## src/rtl/rmst_arbiter.sv

```systemverilog
// Round-robin arbiter that shares one Avalon read master between three load controllers.
// Holds one queued request per requester and issues a single burst at a time.
module rmst_arbiter #(
    parameter int unsigned XAW  = 32,
    parameter int unsigned CW   = 16,
    parameter int unsigned NREQ = 3
) (
    input  logic                clk,
    input  logic                rst,
    input  logic [NREQ-1:0]     req_trans_start,
    input  logic [NREQ*XAW-1:0] req_raddr,
    input  logic [NREQ*CW-1:0]  req_iolen,
    output logic [NREQ-1:0]     req_trans_done,
    output logic                rmst_trans_start,
    output logic [XAW-1:0]      rmst_raddr,
    output logic [CW-1:0]       rmst_iolen,
    input  logic                rmst_trans_done,
    output logic [1:0]          rmst_grant_id,
    output logic                rmst_busy,
    output logic                proto_err
);

    typedef enum logic [1:0] {
        StIdle,
        StIssue,
        StBusy
    } state_e;

    state_e          state_q, state_d;
    logic [NREQ-1:0] pending_q, pending_d;
    logic [1:0]      rr_ptr_q, rr_ptr_d;
    logic [XAW-1:0]  slot_addr_q [NREQ];
    logic [XAW-1:0]  slot_addr_d [NREQ];
    logic [CW-1:0]   slot_len_q  [NREQ];
    logic [CW-1:0]   slot_len_d  [NREQ];
    logic [XAW-1:0]  raddr_q, raddr_d;
    logic [CW-1:0]   iolen_q, iolen_d;
    logic [1:0]      grant_q, grant_d;
    logic [NREQ-1:0] done_q, done_d;
    logic            err_q, err_d;

    logic [NREQ-1:0] capture;
    logic [NREQ-1:0] collide;
    logic [1:0]      cand0, cand1, cand2;
    logic            pick_valid;
    logic [1:0]      pick_idx;

    function automatic logic [1:0] inc3(input logic [1:0] p);
        return (p == 2'd2) ? 2'd0 : p + 2'd1;
    endfunction

    assign capture = req_trans_start & ~pending_q;
    assign collide = req_trans_start & pending_q;

    // Scan order rr_ptr, rr_ptr+1, rr_ptr+2; later assignments take priority.
    always_comb begin
        cand0      = rr_ptr_q;
        cand1      = inc3(rr_ptr_q);
        cand2      = inc3(cand1);
        pick_valid = 1'b0;
        pick_idx   = 2'd0;
        if (pending_q[cand2]) begin
            pick_valid = 1'b1;
            pick_idx   = cand2;
        end
        if (pending_q[cand1]) begin
            pick_valid = 1'b1;
            pick_idx   = cand1;
        end
        if (pending_q[cand0]) begin
            pick_valid = 1'b1;
            pick_idx   = cand0;
        end
    end

    always_comb begin
        state_d   = state_q;
        pending_d = pending_q | capture;
        rr_ptr_d  = rr_ptr_q;
        raddr_d   = raddr_q;
        iolen_d   = iolen_q;
        grant_d   = grant_q;
        done_d    = '0;
        err_d     = err_q | (|collide);
        for (int i = 0; i < NREQ; i++) begin
            slot_addr_d[i] = slot_addr_q[i];
            slot_len_d[i]  = slot_len_q[i];
            if (capture[i]) begin
                slot_addr_d[i] = req_raddr[i*XAW +: XAW];
                slot_len_d[i]  = req_iolen[i*CW +: CW];
            end
        end

        case (state_q)
            StIdle: begin
                if (pick_valid) begin
                    state_d = StIssue;
                    raddr_d = slot_addr_q[pick_idx];
                    iolen_d = slot_len_q[pick_idx];
                    grant_d = pick_idx;
                end
            end
            StIssue: begin
                state_d = StBusy;
            end
            StBusy: begin
                // A capture from another requester on this edge survives the clear below.
                if (rmst_trans_done) begin
                    done_d[grant_q]    = 1'b1;
                    pending_d[grant_q] = 1'b0;
                    rr_ptr_d           = inc3(grant_q);
                    state_d            = StIdle;
                end
            end
            default: begin
                state_d = StIdle;
            end
        endcase
    end

    always_ff @(posedge clk or posedge rst) begin
        if (rst) begin
            state_q   <= StIdle;
            pending_q <= '0;
            rr_ptr_q  <= 2'd0;
            raddr_q   <= '0;
            iolen_q   <= '0;
            grant_q   <= 2'd0;
            done_q    <= '0;
            err_q     <= 1'b0;
            for (int i = 0; i < NREQ; i++) begin
                slot_addr_q[i] <= '0;
                slot_len_q[i]  <= '0;
            end
        end else begin
            state_q   <= state_d;
            pending_q <= pending_d;
            rr_ptr_q  <= rr_ptr_d;
            raddr_q   <= raddr_d;
            iolen_q   <= iolen_d;
            grant_q   <= grant_d;
            done_q    <= done_d;
            err_q     <= err_d;
            for (int i = 0; i < NREQ; i++) begin
                slot_addr_q[i] <= slot_addr_d[i];
                slot_len_q[i]  <= slot_len_d[i];
            end
        end
    end

    assign req_trans_done   = done_q;
    assign rmst_trans_start = (state_q == StIssue);
    assign rmst_busy        = (state_q != StIdle);
    assign rmst_raddr       = raddr_q;
    assign rmst_iolen       = iolen_q;
    assign rmst_grant_id    = grant_q;
    assign proto_err        = err_q;

endmodule

```

## config.mk

```make
export PLATFORM = sky130hd
export DESIGN_NAME = rmst_arbiter
export DESIGN_NICKNAME = d
export VERILOG_FILES = /design/src/rtl/rmst_arbiter.sv
export SDC_FILE = /design/constraint.sdc
export NUM_CORES = 1
export LEC_CHECK = 0
export CORE_UTILIZATION = 25
export DETAILED_ROUTE_END_ITERATION = 6
export PLACE_DENSITY = 0.47
export SYNTH_ARGS = -nofsm -noshare
export SYNTH_HDL_FRONTEND = slang
export SYNTH_SLANG_ARGS = --single-unit
```

## constraint.sdc

```tcl
create_clock -name clk -period 12.47 [get_ports clk]
set_input_delay 2.494 -clock clk [delete_from_list [all_inputs] [get_ports clk]]
set_output_delay 2.494 -clock clk [all_outputs]
set_load 0.1 [all_outputs]
```

* Yosys cells after proc, flatten, opt, wreduce, memory -nomap -nowiden
Index checks and enable logic that the tools add are counted.
** Word-level totals
- Register bits :: 205
- Latch bits :: 0
- Memory bits (writable) :: 0
- ROM bits :: 0
- Bits of input ports :: 150
- Output and inout port bits :: 56
- Logic and storage cells :: 75
- Memories kept :: 0
** Operators by class
- Add/subtract/negate cells :: 3
- $mul :: 0
- Divide/modulo/power cells :: 0
- Order comparisons :: 6
- Equal/unequal tests :: 7
- Shift operators :: 0
- Muxes and demuxes :: 30
- Bitwise logic cells :: 8
- Reductions and logical operators :: 7
** Operators with widths (number)
- binary-select mux 32 bit (select 2 bit) :: 1
- 2-to-1 mux 32 bit :: 2
- binary-select mux 16 bit (select 2 bit) :: 1
- 2-to-1 mux 16 bit :: 2
- 2-to-1 mux 2 bit :: 8
- < comparator 2 x 3 -> 1 bit, second input constant :: 4
- 2-to-1 mux 3 bit :: 4
- bitwise AND 3 bit :: 3
- equality test 2 bit, second input constant :: 4
- 2-to-1 mux 1 bit :: 7
- adder 2 x 1 -> 2 bit, second input constant :: 3
- binary-select mux 1 bit (select 2 bit) :: 3
- NOT 3 bit :: 2
- case mux 2 bit (3 select lines) :: 1
- AND reduction 2 bit :: 3
- != test 2 bit, second input constant :: 2
- greater-or-equal comparator 3 bit, second input constant :: 1
- NOT 2 -> 3 bit :: 1
- bitwise OR 3 bit :: 1
- OR reduction 3 bit :: 1
- demux 1 bit (select 2 bit) :: 1
- equality test 2 x 1 -> 1 bit, second input constant :: 1
- greater-or-equal comparator 2 x 1 -> 1 bit, second input constant :: 1
- zero test 2 bit :: 1
- other kinds (3) :: 3

* Depth between registers and ports, before layout
- Word-level depth :: 13
- Mapped depth :: 7
- Gate-level depth less buffers :: 5

* Worst setup path after synthesis
Ideal clock, no wire load.
- Kind :: register to output
- From :: register state_q[1]
- To :: output port rmst_trans_start
- Arrival :: 1.747 ns
- Setup slack :: 8.229 ns
- Stages on the path, launching flop included :: 2
- Cell sequence :: dfrtp_1 nor2b_1
** Between the ends
- Cells in the longest elaborated chain, start to end :: 1
** Ends and longest elaborated chain
- start: declaration :: line 29 : state_e state_q, state_d;
- start signal: assignment :: line 123 : state_q <= StIdle;
- start signal: assignment :: line 136 : state_q <= state_d;
- equality test 2 x 1 -> 1 bit :: line 152 : assign rmst_trans_start = (state_q == StIssue);
- end: declaration :: line 14 : output logic rmst_trans_start,
Every way passes these cells.

* Worst setup path in the final report
- From :: register state_q[1]
- To :: output port rmst_busy
** Between the ends
- Cells in the longest elaborated chain, start to end :: 1
** Ends and longest elaborated chain
- nonzero test 2 bit :: line 153 : assign rmst_busy = (state_q != StIdle);
- end: declaration :: line 19 : output logic rmst_busy,
Every way passes these cells.

==> impl_metrics.toml <==
[floorplanning]
standard_cell_core_area_mm2 = 0.0334
die_h_um = 186
dieWidth_um = 186
num_rows = 67
design.portCount = 206
design.die.area_mm2 = 0.0346
start_util_pct = 25.3

[logic_synthesis]
postSynth.asyncResetShare_pct = 100
synthFlopType = "sky130_fd_sc_hd__dfrtp_1"
share_of_synthesized_cell_area_in_and_or_nand_and_nor_gates_pct = 7.29
netlist.top_cell.by_area = "sky130_fd_sc_hd__dfrtp_1"
synth_area_per_cell_um2 = 13.3
yosysSeqAreaShare_pct = 60.5
synth-xor-area-share_pct = 0
yosys_warnings = 0
yosys-mux-area-fraction_pct = 19.1
synthesized_flop_and_latch_total = 205
synth.cells.most_frequent = "sky130_fd_sc_hd__dfrtp_1, sky130_fd_sc_hd__mux2_2, sky130_fd_sc_hd__nor2_1"
netlist_top_cells_area = "sky130_fd_sc_hd__dfrtp_1, sky130_fd_sc_hd__mux2_2, sky130_fd_sc_hd__a22oi_1, sky130_fd_sc_hd__a211oi_1, sky130_fd_sc_hd__nor4_1"
synthAdderAreaFrac_pct = 0
synth.distinct_cells = 29
synth_enable_flop_cells = 0
yosys.cell_count.top_type = "sky130_fd_sc_hd__dfrtp_1"
netlist.area_leader.share_pct = 60.5
syn-num-nets = 787
synthesized_cell_area_mm2 = 0.00847
netlist_instances = 637
compound_cell_area_share_of_the_yosys_netlist_pct = 9.81
dominant_combinational_cell_family_by_area_after_synthesis = "multiplexers"

[cts]
path_clk_slew_ns = 0.06
cts_made_buffers = 25
htreeDepth = 1
post_cts_resized = 0
worst_skew_pair.late_latency_ns = 0.52
holdBufCountCts = 0
numClockSinks = 205
postCtsSetupRepairBufs = 0
cts_tree = "built"
cts.root.buffer_cell = "sky130_fd_sc_hd__clkbuf_16"
cts.path.max_buffers = 3

[finish]
final_non_filler_cell_total = 1294
post_route_cells_drive_above_1_share_pct = 24.5
fin_nets = 978
syn2layout_area_growth_pct = 39.2
n_fill_cell = 3337

[power_and_ir_drop]
total_power_uw = 3690
p_leak_uw = 0.00472
ir_drop_v = 0.000146
power.density_mw_per_mm2 = 312

[setup_path]
critPathLaunch = "state_q[1]"
timing.reg2reg.setup_slack_ns = 9.84
worstSetupStartpointType = "flip-flop"
crit_type = "flip-flop to primary output"
worst_setup_path_end_kind = "primary output"
cp_data_arrival_time_ns = 2.38
rr_startpoint = "pending_q[2]"
critPathMaxFanout = 4
timing.reg2reg.worst_path_depth = 6
required_ns = 9.98
r2r_endpoint = "rmst_raddr[20]"

[run_status]
status = "finished clean"

[worst_hold_path]
hold_path.startpoint = "proto_err"
whs_endpoint = "proto_err"
hold_depth = 2
hold_class = "flip-flop to flip-flop"

[placement]
io_buffer_count = 205
hpwlAfterDp_um = 16100
numPlacedInstances = 1249
place_congestion = 0.696

[route]
vias = 5931
drt_pre_antenna_iters = 4
drtIter0Drc = 155
number_of_drc_violations_after_detailed_routing = 0
avgRoutedWirePerCell_um = 19.8
route.final.wire_length_um = 25600
antenna_left = 0
drt-vias-per-instance = 4.58

[sta]
setup_repair_after_global_routing_missed_its_margin = "false"
worst_slew_pin_slew_ns = 1.23
final-hold-violation-count = 0
final_min_period_over_clock_period_pct = 39.1
final_clock_skew_ns = 0.0166
finalCriticalPeriod_ns = 4.88
relSlewSlack_pct = 17.7
tns_ns = 0
setup_violations = 0
final_max_slew_viol_count = 0
max_freq_mhz = 205

[global_route]
first_global_vias = 6366
antenna_found_initial = 1
gr_met2_demand_resource_pct = 24.1
grt.met1_usage_pct = 19.7
globalRoute.totalOverflow = 0
grt_busiest_layer = "met2"
grt_first_pass_wirelength_um = 39200
globalRouteTotalUtil_pct = 15.0
globalRouteMet3Util_pct = 4.40
grt_max_degree = 89

[job]
max_cap_violations = 0
logic make-up after synthesis:
kind of cell	count (synthesis)
simple gates	123
compound gates	109
flops	205
mux	144
buf+inv	56
placed cells by master (no fill, tap or decap):
cell type,netlist,routed
sky130_fd_sc_hd__a211oi_1,48,48
sky130_fd_sc_hd__a211oi_4,0,1
sky130_fd_sc_hd__a21boi_2,1,1
sky130_fd_sc_hd__a21o_1,1,1
sky130_fd_sc_hd__a21oi_1,4,2
sky130_fd_sc_hd__a21oi_4,0,2
sky130_fd_sc_hd__a221o_2,0,1
sky130_fd_sc_hd__a22oi_1,49,49
sky130_fd_sc_hd__buf_4,5,10
sky130_fd_sc_hd__bufinv_16,0,1
sky130_fd_sc_hd__clkbuf_1,12,3
sky130_fd_sc_hd__clkbuf_16,0,25
sky130_fd_sc_hd__clkbuf_8,0,9
sky130_fd_sc_hd__clkdlybuf4s50_1,0,205
sky130_fd_sc_hd__clkinv_2,0,3
sky130_fd_sc_hd__clkinvlp_4,0,1
sky130_fd_sc_hd__dfrtp_1,205,205
sky130_fd_sc_hd__diode_2,0,2
sky130_fd_sc_hd__inv_1,4,3
sky130_fd_sc_hd__inv_2,1,1
sky130_fd_sc_hd__inv_6,0,1
sky130_fd_sc_hd__inv_8,0,1
sky130_fd_sc_hd__mux2_2,144,144
sky130_fd_sc_hd__nand2_1,8,7
sky130_fd_sc_hd__nand2_2,0,1
sky130_fd_sc_hd__nand2b_1,2,2
sky130_fd_sc_hd__nand3b_1,2,2
sky130_fd_sc_hd__nor2_1,54,54
sky130_fd_sc_hd__nor2b_1,5,2
sky130_fd_sc_hd__nor2b_4,0,3
sky130_fd_sc_hd__nor3_1,1,1
sky130_fd_sc_hd__nor3b_1,2,2
sky130_fd_sc_hd__nor4_1,48,48
sky130_fd_sc_hd__o21a_1,1,1
sky130_fd_sc_hd__o21ai_0,1,1
sky130_fd_sc_hd__o31ai_1,1,1
sky130_fd_sc_hd__o31ai_4,1,1
sky130_fd_sc_hd__or2_2,1,1
how the worst max path moves through the flow:
stage                     slack [ns]  depth (start not counted)         endpoint
final                           7.59                          3        rmst_busy
after global routing            7.48                          3        rmst_busy
after CTS                       7.52                          3        rmst_busy
after detailed placement        7.65                          4  slot_addr_q[33]
after global placement          7.76                          4   slot_len_q[41]
after floorplan                 4.38                          1         cand0[0]
worst max-delay path, cell delays in order, from the launching register on:
cell and delay [ns]:
sky130_fd_sc_hd__dfrtp_1 0.40, sky130_fd_sc_hd__nor2_1 0.26, sky130_fd_sc_hd__inv_1 0.14, sky130_fd_sc_hd__clkdlybuf4s50_1 1.06
area by class of cell:
cell class	count	area [um^2]	share of cell area, %
inverters	5	26.3	0.223
repair buffers	215	2130	18.0
well taps	448	561	4.75
clock inverters	6	61.3	0.520
diodes	2	5.00	0.0424
multi-input cells	376	3130	26.5
flip-flops and latches	205	5130	43.5
clock buffers	37	761	6.45
power by group:
part           total, uW  internal [uW]  switching (uW)
registers           1190           1000             189
logic               1780            580            1200
clock network        720            439             281
registers in the layout, summed over array words and instances (netlist names):
register	flops
cand0	2
slot_addr_q	96
state_q	2
slot_len_q	48
rmst_grant_id	2
pending_q	3
proto_err	1
req_trans_done	3
rmst_iolen	16
rmst_raddr	32
routing by layer:
layer / routed length (um) / vias to the layer above
li1: - / 2757
met1: 11400 / 2984
met2: 12000 / 155
met3: 1770 / 35
met4: 529 / 0
met5: 0 / -
per-stage QoR:
| stage | instance area, um^2 | worst slack, ns | utilization (%) | hold slack (ns) |
|---|---|---|---|---|
| floorplan | 8470 | 4.38 | - | 0.481 |
| global placement | 11000 | 7.76 | 32.8 | 0.462 |
| detailed placement | 11000 | 7.65 | 32.8 | 0.468 |
| CTS | 11800 | 7.52 | 35.3 | 0.482 |
| global route | 11800 | 7.48 | 35.3 | 0.515 |
| finish | 11800 | 7.59 | 35.3 | 0.476 |
Note: power is estimated with default switching activity, not from simulation.
